===== src/rtl/wavemem_wr_pipe.sv =====
// wavemem_wr_pipe: write-path pipeline for the waveform sample RAM.
// Carries write enable, address and data through STAGES aligned register
// stages. A looping burst address generator can replace the per-sample
// address, and the pipeline supports hold, flush and a retired-write counter.
//
// Ports:
//   Clock    rising-edge clock
//   Reset    synchronous active-high reset, overrides every other input
//   Win      write request this cycle
//   Ain      direct write address (Burst=0) / burst base address on Load
//   Din      write data sample
//   Burst    1 = address taken from the burst generator
//   Load     load burst generator: Base<=Ain, Ptr<=Ain (or next(Ain))
//   Limit    last burst address; the address after Limit wraps to Base
//   Hold     freeze all stages, generator and counter
//   Flush    drop all in-flight writes
//   Wout     RAM write enable (output stage valid)
//   Aout     RAM write address (output stage)
//   Dout     RAM write data (output stage)
//   Busy     any stage holds a valid write
//   WrCount  writes issued on Wout, modulo 2^CW
module wavemem_wr_pipe #(
    parameter int unsigned AW     = 12,
    parameter int unsigned DW     = 12,
    parameter int unsigned STAGES = 2,
    parameter int unsigned CW     = 16
) (
    input  logic          Clock,
    input  logic          Reset,
    input  logic          Win,
    input  logic [AW-1:0] Ain,
    input  logic [DW-1:0] Din,
    input  logic          Burst,
    input  logic          Load,
    input  logic [AW-1:0] Limit,
    input  logic          Hold,
    input  logic          Flush,
    output logic          Wout,
    output logic [AW-1:0] Aout,
    output logic [DW-1:0] Dout,
    output logic          Busy,
    output logic [CW-1:0] WrCount
);

    localparam int unsigned SL = STAGES - 1;

    // Pipeline state
    logic [STAGES-1:0] valid_q, valid_n;
    logic [AW-1:0]     addr_q [STAGES];
    logic [AW-1:0]     addr_n [STAGES];
    logic [DW-1:0]     data_q [STAGES];
    logic [DW-1:0]     data_n [STAGES];

    // Burst generator, counter and busy flag
    logic [AW-1:0] base_q, base_n;
    logic [AW-1:0] ptr_q, ptr_n;
    logic [AW-1:0] base_eff;
    logic [CW-1:0] cnt_q, cnt_n;
    logic          busy_q;

    // Next burst address: wrap to the (possibly just loaded) base after Limit
    function automatic logic [AW-1:0] next_addr(
        input logic [AW-1:0] x,
        input logic [AW-1:0] lim,
        input logic [AW-1:0] base
    );
        if (x == lim) begin
            return base;
        end
        return x + AW'(1);
    endfunction

    // Next-state logic for stages, generator and counter
    always_comb begin
        valid_n  = valid_q;
        addr_n   = addr_q;
        data_n   = data_q;
        base_n   = base_q;
        ptr_n    = ptr_q;
        cnt_n    = cnt_q;
        base_eff = Load ? Ain : base_q;

        if (Flush) begin
            // Flush beats Hold; Win is discarded but Load still takes effect
            valid_n = '0;
            if (Load) begin
                base_n = Ain;
                ptr_n  = Ain;
            end
        end else if (!Hold) begin
            valid_n[0] = Win;
            if (Win) begin
                addr_n[0] = (Burst && !Load) ? ptr_q : Ain;
                data_n[0] = Din;
            end

            // Address/data only move with a valid write so outputs keep the last write
            for (int i = 1; i < int'(STAGES); i++) begin
                valid_n[i] = valid_q[i-1];
                if (valid_q[i-1]) begin
                    addr_n[i] = addr_q[i-1];
                    data_n[i] = data_q[i-1];
                end
            end

            if (Load) begin
                base_n = Ain;
                ptr_n  = (Win && Burst) ? next_addr(Ain, Limit, base_eff) : Ain;
            end else if (Win && Burst) begin
                ptr_n = next_addr(ptr_q, Limit, base_eff);
            end
        end

        // A write retires in each unheld cycle it is presented on Wout
        if (valid_q[SL] && !Hold) begin
            cnt_n = cnt_q + CW'(1);
        end
    end

    // State registers
    always_ff @(posedge Clock) begin
        if (Reset) begin
            valid_q <= '0;
            for (int i = 0; i < int'(STAGES); i++) begin
                addr_q[i] <= '0;
                data_q[i] <= '0;
            end
            base_q <= '0;
            ptr_q  <= '0;
            cnt_q  <= '0;
            busy_q <= 1'b0;
        end else begin
            valid_q <= valid_n;
            for (int i = 0; i < int'(STAGES); i++) begin
                addr_q[i] <= addr_n[i];
                data_q[i] <= data_n[i];
            end
            base_q <= base_n;
            ptr_q  <= ptr_n;
            cnt_q  <= cnt_n;
            busy_q <= |valid_n;
        end
    end

    assign Wout    = valid_q[SL];
    assign Aout    = addr_q[SL];
    assign Dout    = data_q[SL];
    assign Busy    = busy_q;
    assign WrCount = cnt_q;

endmodule


===== config.mk =====
export PLATFORM = sky130hd
export DESIGN_NAME = wavemem_wr_pipe
export DESIGN_NICKNAME = d
export VERILOG_FILES = /design/src/rtl/wavemem_wr_pipe.sv
export SDC_FILE = /design/constraint.sdc
export NUM_CORES = 1
export LEC_CHECK = 0
export BUFFER_PORTS_ARGS = -buffer_cell sky130_fd_sc_hd__buf_2
export CAP_MARGIN = 20
export CORE_MARGIN = 10
export CORE_UTILIZATION = 56
export DETAILED_ROUTE_END_ITERATION = 6
export PLACE_DENSITY = 0.79
export SYNTH_ARGS = -nofsm -noshare
export SYNTH_HDL_FRONTEND = slang
export SYNTH_SLANG_ARGS = --single-unit

===== constraint.sdc =====
create_clock -name Clock -period 2.3 [get_ports Clock]
set_clock_uncertainty 0.05 [all_clocks]
set_input_delay 0 -clock Clock [delete_from_list [all_inputs] [get_ports Clock]]
set_output_delay 0 -clock Clock [all_outputs]
set_load 0.05 [all_outputs]

==> impl_metrics.csv <==
group,metric,value,unit
status,outcome,"finished clean",
timing,relSlewSlack,0.486,
logic_synthesis,yosysWarnings,0,
logic_synthesis,syn-num-nets,664,
power_and_ir_drop,combPwrFrac,0.147,
timing,min_period,2150,ps
clocking,clock_latency,370,ps
logic_synthesis,synth.top_cell.area_share,0.371,
grt,antenna_found_initial,0,
logic_synthesis,syn_area_per_cell,7.95,µm²
floorplan,num_rows,34,
power_and_ir_drop,internal_power,2.47,mW
logic_synthesis,synth_seq_area_share,0.371,
floorplan,dieArea,12900,µm²
timing,finalHoldViolCount,0,
logic_synthesis,yosysTopAreaCell,"dfxtp_1",
worst_hold_path,min-delay-path-class,"in2reg",
floorplan,io_pins,85,
timing,finalSetupViolations,0,
logic_synthesis,netlist_instances,618,
logic_synthesis,yosysMostFrequentCell,"nand2_1",
place,place_hpwl,10.0,mm
floorplan,core_area,8640,µm²
grt,grt_usage,0.207,
detailed_routing,ant_nets,0,
detailed_routing,drtPass1Iterations,5,
grt,grt_max_degree,38,
cells_and_area,num_antenna_cells,0,
cells_and_area,drive_gt1_frac,0.196,
detailed_routing,vias,4574,
cells_and_area,nets,731,
worst_setup_path,start_kind,"flop",
floorplan,die_h,114,µm
detailed_routing,wl_per_cell,17.2,µm
detailed_routing,drt-total-wl,13.7,mm
logic_synthesis,ys.flop_type,"dfxtp_1",
floorplan,start_util,0.569,
timing,worst_slew_pin_slew,770,ps
power_and_ir_drop,p_seq_frac,0.491,
logic_synthesis,async_reset_ff_frac,0,
clocking,cts_tree,"yes",
grt,grt_pass1_wl,22.1,mm
logic_synthesis,ys_types,58,
worst_setup_path,cp_cell_sequence,"xor2_1, nor4_4, nand3_4, buf_4, mux2i_1, o221a_1, nor3_2",
power_and_ir_drop,swShare,0.275,
clocking,clkSinkCount,91,
place,gp_congestion,1.00,
logic_synthesis,synth_area,4910,µm²
worst_setup_path,max_stage_delay,460,ps
worst_setup_path,cp.required,2530,ps
grt,grt_pass1_vias,4510,
worst_setup_path,critPathCaptureType,"flop",
worst_setup_path,path_class,"reg2reg",
timing,timing.hold.ws,14.2,ps
place,place.port_buffers,84,
detailed_routing,vias_per_cell,5.74,
logic_synthesis,synth_seq_cells,91,
clocking,htree_levels,3,
clocking,cts.clk_slew.worst_paths,110,ps
worst_setup_path,cp_slowest_cell,"dfxtp_1",
grt,gr-total-overflow,0,
timing,maxSlewViolCount,0,
clocking,cts_buffers,9,
logic_synthesis,synth_area_leaders,"dfxtp_1 (37%), nand2_1 (10%), a21oi_1 (6.3%)",
detailed_routing,drt_iter0_markers,382,
worst_setup_path,arrival,2390,ps
cells_and_area,final_util,0.655,
power_and_ir_drop,p_clk_frac,0.362,
timing,rsz0062_at_grt,"false",
detailed_routing,drcViolationCount,0,
power_and_ir_drop,p_sw,0.936,mW
logic_synthesis,synth-edff-count,0,
timing,tns,0,ps
clocking,cts_root_buf,"clkbuf_8",
power_and_ir_drop,max-vdd-ir-drop,0.327,mV
timing,finalCritPeriodShare,0.937,
cells_and_area,area_delta_synth_final,15.0,%
floorplan,die_w,114,µm
timing,fmaxAchievable,0.464,GHz
logic_synthesis,synthTopCellsByCount,"nand2_1 (134), dfxtp_1 (91), a21oi_1 (62), nor2_1 (48), xor2_1 (27)",
clocking,post_cts_buffers,0,
clocking,cts_buffer_depth,2,
worst_setup_path,cp_max_fo,7,
power_and_ir_drop,power.density,603,nW/µm²
job,maxCapViolations,0,
power_and_ir_drop,p_leak,2.33,nW
-- cell usage in the layout (no fill, tap or decap), types with 3 or more instances in the layout --
cell type,Yosys,layout
inv_1,7,7
dlygate4sd3_1,0,20
and2_1,3,3
a31oi_1,3,3
a311o_1,4,4
o31a_1,3,3
dfxtp_1,91,91
and3_1,5,5
nand2b_1,3,3
o21ai_0,15,15
nor2_1,48,48
buf_2,11,84
ha_1,3,3
buf_4,24,22
o21ai_1,3,3
xnor2_1,23,23
a211oi_1,14,14
nand4_1,10,10
mux2i_1,18,18
clkbuf_8,0,10
nor4_4,3,3
nand2_1,134,134
nor3_1,7,7
or3_1,5,5
a21oi_1,62,62
xor2_1,27,27
a21o_1,4,4
nand3_1,10,10
a221oi_1,3,3
nor4_1,6,6
-- layout make-up --
type | instances | area, µm²
clock buffers | 10 | 138
clock inverters | 5 | 85.1
fillers | 773 | 2980
inverters | 7 | 26.3
multi-input cells | 450 | 2660
flip-flops and latches | 91 | 1820
well taps | 108 | 135
repair buffers | 126 | 786
-- per-stage QoR --
| step | cell area (µm²) | setup slack, ps | std cells | power, mW |
|---|---|---|---|---|
| after CTS | 5650 | 106 | 797 | 3.40 |
| final | 5650 | 145 | 797 | 3.41 |
| after detailed placement | 5220 | 161 | 762 | 2.17 |
| after global routing | 5650 | 38.0 | 797 | 3.51 |
| after floorplan | 4910 | 370 | 618 | 2.02 |
| after global placement | 5220 | 215 | 762 | 2.16 |
-- flip-flops by register name (all words and copies together), names as in the netlist --
register  cells
base_q       12
Dout         12
ptr_q        12
addr_q       12
valid_q       2
data_q       12
WrCount      16
Aout         12
Busy          1
-- worst paths after layout --
path         depth (start not counted)                      to             startpoint  slack (ps)
max                                  7   ptr_q[1]$_SDFFE_PP0P_  ptr_q[8]$_SDFFE_PP0P_         150
min                                  4  base_q[9]$_SDFFE_PP0P_                 Ain[9]          10
max reg2reg                          7   ptr_q[1]$_SDFFE_PP0P_  ptr_q[8]$_SDFFE_PP0P_         150
min reg2reg                          2    Dout[6]$_SDFFE_PP0P_   Dout[6]$_SDFFE_PP0P_         400
-- critical path: cells and delay by family (launching register included) --
kind	cells	cell delay [ps]
and+or+nand+nor	3	810
DFF	1	460
AOI/OAI and AO/OA	1	260
buffers and inverters	1	210
xor gates and xnor gates	1	160
muxes	1	120
-- cell families (layout without fill, tap and decap cells) --
family	Yosys count	after routing	share of synthesized area
adder cells (fa/ha/maj)	3	3	0.00764
multiplexers	20	20	0.0413
buffers and inverters	77	148	0.0891
XOR/XNOR	51	51	0.0924
AND/OR/NAND/NOR	247	247	0.233
flip-flops	91	91	0.371
AO/OA/AOI/OAI	129	129	0.166
-- layer usage --
metal | global-route usage | share of wire
met1 | 0.246 | 0.41
met2 | 0.346 | 0.48
met4 | 0.0931 | 0.029
met3 | 0.0509 | 0.082
met5 | 0 | 0
-- what timing repair did --
action                                  4_1_cts  5_1_grt
endpoints found under the hold margin        20        0
hold buffers                                 20        0
endpoints found under the setup margin        0        1
gates resized for setup                       0        1
-- power groups by stage --
| stage | clock network, mW | logic [mW] | registers (mW) |
|---|---|---|---|
| 2_1_floorplan | 0 | 0.332 | 1.69 |
| 3_3_place_gp | 0 | 0.452 | 1.70 |
| 3_5_place_dp | 0 | 0.462 | 1.71 |
| 4_1_cts | 1.24 | 0.490 | 1.67 |
| 5_1_grt | 1.29 | 0.542 | 1.68 |
| 6_report | 1.23 | 0.500 | 1.67 |
Power figures use the tool's default switching activity.
